--- src/rtl/celcomb_meas_sequencer.sv ---
// Measurement sequencer for a bank of ring-oscillator counters: clear, gate one chain, settle, capture.
// Optional build macro CELCOMB_SCAN_EN: one start sweeps chains chan_sel .. NUM_CHAINS-1.
module celcomb_meas_sequencer #(
  parameter int NUM_CHAINS    = 4,
  parameter int COUNT_W       = 24,
  parameter int GATE_W        = 16,
  parameter int CLEAR_CYCLES  = 2,
  parameter int SETTLE_CYCLES = 4,
  localparam int CH_W         = $clog2(NUM_CHAINS)
) (
  input  logic                          clk,
  input  logic                          reset,
  input  logic                          start,
  input  logic                          abort,
  input  logic [CH_W-1:0]               chan_sel,
  input  logic [GATE_W-1:0]             gate_cycles,
  input  logic [NUM_CHAINS*COUNT_W-1:0] osc_count,
  output logic [NUM_CHAINS-1:0]         osc_enable,
  output logic                          osc_reset,
  output logic                          busy,
  output logic [COUNT_W-1:0]            result,
  output logic [CH_W-1:0]               result_chan,
  output logic                          result_valid
);

  localparam int CLR_W  = $clog2(CLEAR_CYCLES + 1);
  localparam int SETL_W = $clog2(SETTLE_CYCLES + 1);
  localparam int AUX_W  = (CLR_W > SETL_W) ? CLR_W : SETL_W;
  localparam int TMR_W  = (GATE_W > AUX_W) ? GATE_W : AUX_W;

  if (NUM_CHAINS < 2) begin : g_bad_num_chains
    $error("NUM_CHAINS must be at least 2");
  end
  if (CLEAR_CYCLES < 1) begin : g_bad_clear
    $error("CLEAR_CYCLES must be at least 1");
  end
  if (SETTLE_CYCLES < 2) begin : g_bad_settle
    $error("SETTLE_CYCLES must be at least 2");
  end

  typedef enum logic [2:0] {
    S_IDLE,
    S_CLEAR,
    S_GATE,
    S_SETTLE,
    S_CAPTURE
  } state_t;

  state_t              state, state_nxt;
  logic [TMR_W-1:0]    timer, timer_nxt;
  logic [CH_W-1:0]     ch, ch_nxt;
  logic [GATE_W-1:0]   glen, glen_nxt;
  logic                chan_ok;
  logic                cap_vld_p0;
  logic [COUNT_W-1:0]  sel_count_p0;

  logic [NUM_CHAINS-1:0] osc_enable_d;
  logic                  osc_reset_d;
  logic                  busy_d;
  logic [COUNT_W-1:0]    result_d;
  logic [CH_W-1:0]       result_chan_d;
  logic                  result_valid_d;

  // A zero gate length would never open the gate; it is stretched to one clock.
  function automatic logic [GATE_W-1:0] gate_len(input logic [GATE_W-1:0] g);
    return (g == '0) ? GATE_W'(1) : g;
  endfunction

  assign chan_ok = (int'(chan_sel) < NUM_CHAINS);

  // State register: timer counts down the remaining cycles of the current phase.
  always_ff @(posedge clk or posedge reset) begin
    if (reset) begin
      state <= S_IDLE;
      timer <= '0;
      ch    <= '0;
      glen  <= GATE_W'(1);
    end else begin
      state <= state_nxt;
      timer <= timer_nxt;
      ch    <= ch_nxt;
      glen  <= glen_nxt;
    end
  end

  always_comb begin
    state_nxt  = state;
    timer_nxt  = timer;
    ch_nxt     = ch;
    glen_nxt   = glen;
    cap_vld_p0 = 1'b0;
    case (state)
      S_IDLE: begin
        if (start && !abort && chan_ok) begin
          state_nxt = S_CLEAR;
          ch_nxt    = chan_sel;
          glen_nxt  = gate_len(gate_cycles);
          timer_nxt = TMR_W'(CLEAR_CYCLES - 1);
        end
      end
      S_CLEAR: begin
        if (timer == '0) begin
          state_nxt = S_GATE;
          timer_nxt = TMR_W'(glen) - TMR_W'(1);
        end else begin
          timer_nxt = timer - TMR_W'(1);
        end
      end
      S_GATE: begin
        if (timer == '0) begin
          state_nxt = S_SETTLE;
          timer_nxt = TMR_W'(SETTLE_CYCLES - 1);
        end else begin
          timer_nxt = timer - TMR_W'(1);
        end
      end
      S_SETTLE: begin
        if (timer == '0) begin
          state_nxt = S_CAPTURE;
          timer_nxt = '0;
        end else begin
          timer_nxt = timer - TMR_W'(1);
        end
      end
      S_CAPTURE: begin
        cap_vld_p0 = 1'b1;
        state_nxt  = S_IDLE;
`ifdef CELCOMB_SCAN_EN
        if (ch != CH_W'(NUM_CHAINS - 1)) begin
          state_nxt = S_CLEAR;
          ch_nxt    = ch + CH_W'(1);
          timer_nxt = TMR_W'(CLEAR_CYCLES - 1);
        end
`endif
      end
      default: begin
        state_nxt = S_IDLE;
      end
    endcase
    // Abort wins over everything, including a capture in flight.
    if (abort && (state != S_IDLE)) begin
      state_nxt  = S_IDLE;
      cap_vld_p0 = 1'b0;
    end
  end

  always_comb begin
    sel_count_p0 = '0;
    for (int i = 0; i < NUM_CHAINS; i++) begin
      if (ch == CH_W'(i)) begin
        sel_count_p0 = osc_count[i*COUNT_W +: COUNT_W];
      end
    end
  end

  // Outputs are decoded from the next state so every output leaves a flop.
  always_comb begin
    osc_enable_d = '0;
    for (int i = 0; i < NUM_CHAINS; i++) begin
      if ((state_nxt == S_GATE) && (ch_nxt == CH_W'(i))) begin
        osc_enable_d[i] = 1'b1;
      end
    end
    osc_reset_d    = (state_nxt == S_CLEAR);
    busy_d         = (state_nxt != S_IDLE);
    result_d       = result;
    result_chan_d  = result_chan;
    result_valid_d = cap_vld_p0;
    if (cap_vld_p0) begin
      result_d      = sel_count_p0;
      result_chan_d = ch;
    end
  end

  // Output register stage.
  always_ff @(posedge clk or posedge reset) begin
    if (reset) begin
      osc_enable   <= '0;
      osc_reset    <= 1'b1;
      busy         <= 1'b0;
      result       <= '0;
      result_chan  <= '0;
      result_valid <= 1'b0;
    end else begin
      osc_enable   <= osc_enable_d;
      osc_reset    <= osc_reset_d;
      busy         <= busy_d;
      result       <= result_d;
      result_chan  <= result_chan_d;
      result_valid <= result_valid_d;
    end
  end

endmodule

--- config.mk ---
export PLATFORM = sky130hd
export DESIGN_NAME = celcomb_meas_sequencer
export DESIGN_NICKNAME = d
export VERILOG_FILES = /design/src/rtl/celcomb_meas_sequencer.sv
export SDC_FILE = /design/constraint.sdc
export NUM_CORES = 1
export LEC_CHECK = 0
export BUFFER_PORTS_ARGS = -buffer_cell sky130_fd_sc_hd__buf_2
export CAP_MARGIN = 15
export CORE_MARGIN = 8
export CORE_UTILIZATION = 40
export CTS_CLUSTER_DIAMETER = 100
export DETAILED_ROUTE_END_ITERATION = 10
export MAX_ROUTING_LAYER = met4
export PLACE_DENSITY = 0.67
export SETUP_SLACK_MARGIN = 0.4
export SYNTH_ARGS = -nofsm -noshare
export SYNTH_HDL_FRONTEND = slang
export SYNTH_SLANG_ARGS = --single-unit
--- constraint.sdc ---
create_clock -name clk -period 2.6 [get_ports clk]
set_input_delay 0.52 -clock clk [delete_from_list [all_inputs] [get_ports clk]]
set_output_delay 0.52 -clock clk [all_outputs]
set_load 0.1 [all_outputs]
=== Word level (Yosys, flattened, before mapping) ===
Cells that the tools add are included.

* Register bits after elaboration: 70
* Output and inout port bits: 33
* Word-level logic and storage cells: 66

* Add/subtract/negate cells: 2
* Equality and inequality tests: 13
* Multiplexer cells: 24
* Reductions and logical operators: 17

{| class="wikitable"
|+ Operator list
! cell !! count
|-
| 24-bit 2-to-1 mux || 4
|-
| 16-bit 2-to-1 mux || 5
|-
| 16-bit case mux with 4 select lines || 1
|-
| 16-bit zero test || 2
|-
| 16-bit by 1-bit subtractor with 16-bit output, second input constant || 2
|-
| 3-bit 2-to-1 mux || 5
|-
| 3-bit case mux with 4 select lines || 1
|-
| 3-bit by 2-bit equality test with 1-bit output, second input constant || 3
|-
| 2-bit equality test, second input constant || 4
|-
| 3-bit by 1-bit equality test with 1-bit output, second input constant || 2
|-
| 1-bit logical AND || 6
|-
| 1-bit 2-to-1 mux || 6
|-
| 3-bit nonzero test || 2
|-
| 2-bit by 1-bit equality test with 1-bit output, second input constant || 2
|-
| 2-bit zero test || 2
|-
| 2-bit 2-to-1 mux || 2
|-
| 2-bit AND reduction || 2
|-
| 4-bit nonzero test || 1
|-
| 3-bit equality test, second input constant || 1
|-
| 3-bit zero test || 1
|-
| 2-bit inequality test, second input constant || 1
|-
| 1-bit zero test || 1
|}

=== Longest topological paths before layout ===
* Depth in word-level cells: 8
* Mapped depth: 8

=== Worst setup path after synthesis ===
Ideal clock, no wire load.

* Kind: register to register
* Start: register timer[0]
* End: register timer[8]
* Library setup time: 126 ps
* Arrival time: 2070 ps
* Data required time: 2474 ps
* Path slack: 404 ps
* Stages on the path, launching flop included: 9
* Buffers on the path: 1
* Clock period less this slack: 2196 ps
* Cells stage by stage: dfrtp_1 > inv_1 > ha_1 > or3b_2 > clkbuf_1 > nor4_1 > xnor2_1 > nor2_1 > a221o_1

* Word-level cells in the longest chain between the ends: 3

{| class="wikitable"
|+ RTL lines
! item !! RTL line !! text
|-
| start: declaration || 50 || <nowiki>logic [TMR_W-1:0] timer, timer_nxt;</nowiki>
|-
| start signal: assignment || 80 || <nowiki>timer <= timer_nxt;</nowiki>
|-
| 16-bit by 1-bit subtractor with 16-bit output or 16-bit zero test (tied branches) || n/a ||
|-
| 16-bit 2-to-1 mux (on tied branches) || 118, 102, 110 ||
|-
| 16-bit case mux with 4 select lines * || 92 || <nowiki>case (state)</nowiki>
|}

Mark *: on every way between the ends. The rest lies on a longest branch, timed or not.
A chain may end at the register's enable or synchronous reset.

=== Final worst setup path ===
* Start: register timer[1]
* End: register timer[9]

The elaborated chain is that of the path after synthesis.

==> results.cfg <==
[sta]
tightestPinTransition_ns = 0.6018
fmax_mhz = 482.7
slew_viol_final = 0
min_period_ns = 2.072
setup_viol = 0
rsz0062_at_grt = no
post-route-period-util = 0.7969
hold_viol = 0
final.setup_skew_ns = 0.005813
finalSetupTns_ns = 0
timing.slew.headroom = 0.5988
worst_slack_ns = 0.5282

[clocking]
ctsHoldBuffers = 0
cts_tree = built
htree_levels = 3
cts_made_buffers = 9
clock_sinks = 70
clockBufferDepth = 2
root_buffer = clkbuf_8
path_clk_slew_ns = 0.07
insertion_delay_ns = 0.34

[finish]
instances_no_fill = 623
final_cell_area_um2 = 5199
drive_above_1_share = 0.5429
nets = 605
diodes = 0
finalCoreUtilization = 0.5319
syn_to_final_growth_pct = 29.52

[setup_path]
startpoint_type = register
worst_ep_required_time_ns = 2.82
slowest_stage = or3b_4
path_cells = inv_1 -> ha_2 -> or3b_4 -> o21ai_4 -> buf_4 -> o21ai_0 -> a221o_1
cpPeakStageDelay_ns = 0.44
cp_data_arrival_time_ns = 2.29
end_kind = register
criticalPathCategory = reg -> reg
path_max_fanout = 8

[yosys]
syn_area_per_cell_um2 = 12.24
ys_seq_elements = 70
syn_nets = 448
synthArstFlopShare = 1.000
synthFlopType = dfrtp_1
yosysWarnings = 0
synth_cells = 328
yosysSeqAreaShare = 0.4370
synth_edf_count = 0
synth_area_um2 = 4014
synth_cell_types = 62

[global_route]
overflow = 0
first_global_vias = 3703
antenna_found_initial = 0
grt_max_degree = 71
grt_pass1_wl_um = 18390
grt_use_total = 0.1805

[placement]
dp_hpwl_um = 8903
dp_cells = 606
portBuffers = 150
place_area_um2 = 4984
routabilityCongestion = 0.8268
pre_cts_ws_ns = 0.2500

[floorplan]
pin_count = 151
die-area_um2 = 13500
die_w_um = 116.2
rows = 36
start_util = 0.4107
design.core.area_um2 = 9774
die_h_um = 116.2

[routing]
viasPerCell = 5.541
num_vias = 3452
dr.pass1.iters = 5
postRouteAntennaNets = 0
wl_per_cell_um = 18.07
route.detailed.drc = 0
drt_wl_total_um = 11260
drt_iter0_drc = 177

[power]
vdd_drop_max_mv = 0.5033
powerDensity_nw_per_um2 = 798.1
p_leak_uw = 0.002503

[status]
status = finished, final reports clean

[min_path]
hp-class = in -> async

[flow_run]
maxCapViolCount = 0
-- placed cells by master (no fill, tap or decap), types with 7 or more instances in the layout --
| master | netlist | layout |
|---|---|---|
| buf_2 | 7 | 150 |
| nor2_1 | 23 | 22 |
| nor4_1 | 11 | 9 |
| nor3_1 | 14 | 14 |
| mux4_2 | 24 | 24 |
| nand2_1 | 7 | 7 |
| clkbuf_8 | 0 | 9 |
| buf_4 | 1 | 12 |
| xnor2_1 | 8 | 8 |
| a21oi_1 | 9 | 9 |
| dfrtp_1 | 68 | 68 |
| mux2_2 | 42 | 42 |
| o21ai_0 | 16 | 14 |
-- critical path, delay by kind of cell (launching register included) --
kind,cells,cell delay (ns)
adder cells (fa/ha/maj),1,0.20
AND/OR/NAND/NOR,1,0.44
flip-flops,1,0.39
AO/OA/AOI/OAI,3,0.63
buffers and inverters,2,0.28
-- through the flow --
stage	hold slack, ns	total power, uW
floorplan	0.4799	2771
CTS	0.2743	4103
detailed placement	0.4903	3253
finish	0.2677	4149
global route	0.2743	4415
global placement	0.4858	3221
-- cell type report --
type / count / area [um2]
well taps: 133 / 166.4
multi-input cells: 232 / 2187
clock buffers: 15 / 146.4
flip-flops and latches: 70 / 1754
fillers: 857 / 4576
clock inverters: 1 / 30.03
inverters: 8 / 33.78
repair buffers: 164 / 880.8
-- cells in the mapped netlist, types with 7 or more instances --
cell,n,area [um2]
nor2_1,23,86.33
dfrtp_1,68,1702
mux4_2,24,540.5
xnor2_1,8,70.07
nor3_1,14,70.07
mux2_2,42,473.0
a21oi_1,9,45.04
clkbuf_1,7,26.28
buf_2,7,35.03
o21ai_0,16,80.08
inv_1,8,30.03
nand2_1,7,26.28
nor4_1,11,68.82
-- final timing paths --
path	startpoint	end	slack, ns	cells after the start
min in group clk	gate_cycles[1]	glen[1]$_DFFE_PP0P_	0.42	2
max	timer[1]$_DFFE_PP0P_	timer[9]$_DFFE_PP0P_	0.53	7
min	reset	result[7]$_DFFE_PP0P_	0.27	3
max in group asynchronous	reset	glen[0]$_DFFE_PP1P_	2.00	3
min reg2reg	result[19]$_DFFE_PP0P_	result[19]$_DFFE_PP0P_	0.50	1
max reg2reg	timer[1]$_DFFE_PP0P_	timer[9]$_DFFE_PP0P_	0.53	7
-- layer usage --
| layer | part of all wire | track usage | vias to the layer above |
|---|---|---|---|
| met5 | 0 | - | - |
| met2 | 0.51 | 0.2917 | 115 |
| met3 | 0.041 | 0.04137 | 13 |
| met4 | 0.016 | 0.05704 | 0 |
| met1 | 0.44 | 0.2200 | 1739 |
| li1 | - | - | 1585 |
-- what timing repair did --
| action | in CTS | in global routing |
|---|---|---|
| setup endpoints to repair | 5 | 15 |
| resized for setup | 1 | 9 |
| endpoints found under the hold margin | 0 | 0 |
| pin swaps | 0 | 2 |
| buffers inserted | 0 | 1 |
-- flip-flops by register name (all words and copies together), names as in the netlist --
| signal | flops |
|---|---|
| result_chan | 2 |
| busy | 1 |
| result | 24 |
| glen | 16 |
| ch | 2 |
| osc_enable | 4 |
| timer | 16 |
| result_valid | 1 |
| state | 3 |
| osc_reset | 1 |
-- cells by family after synthesis --
logic type,synth area share
muxes,0.2600
DFF,0.4370
xor gates and xnor gates,0.03055
buffers and inverters,0.02806
adders and majority gates,0.006233
AOI/OAI and AO/OA,0.1038
and+or+nand+nor,0.1344
-- report_power, final --
group          switching, uW  internal (uW)
clock network            381            447
registers                258           1280
logic                    947            842
Note: power is estimated with default switching activity, not from simulation.
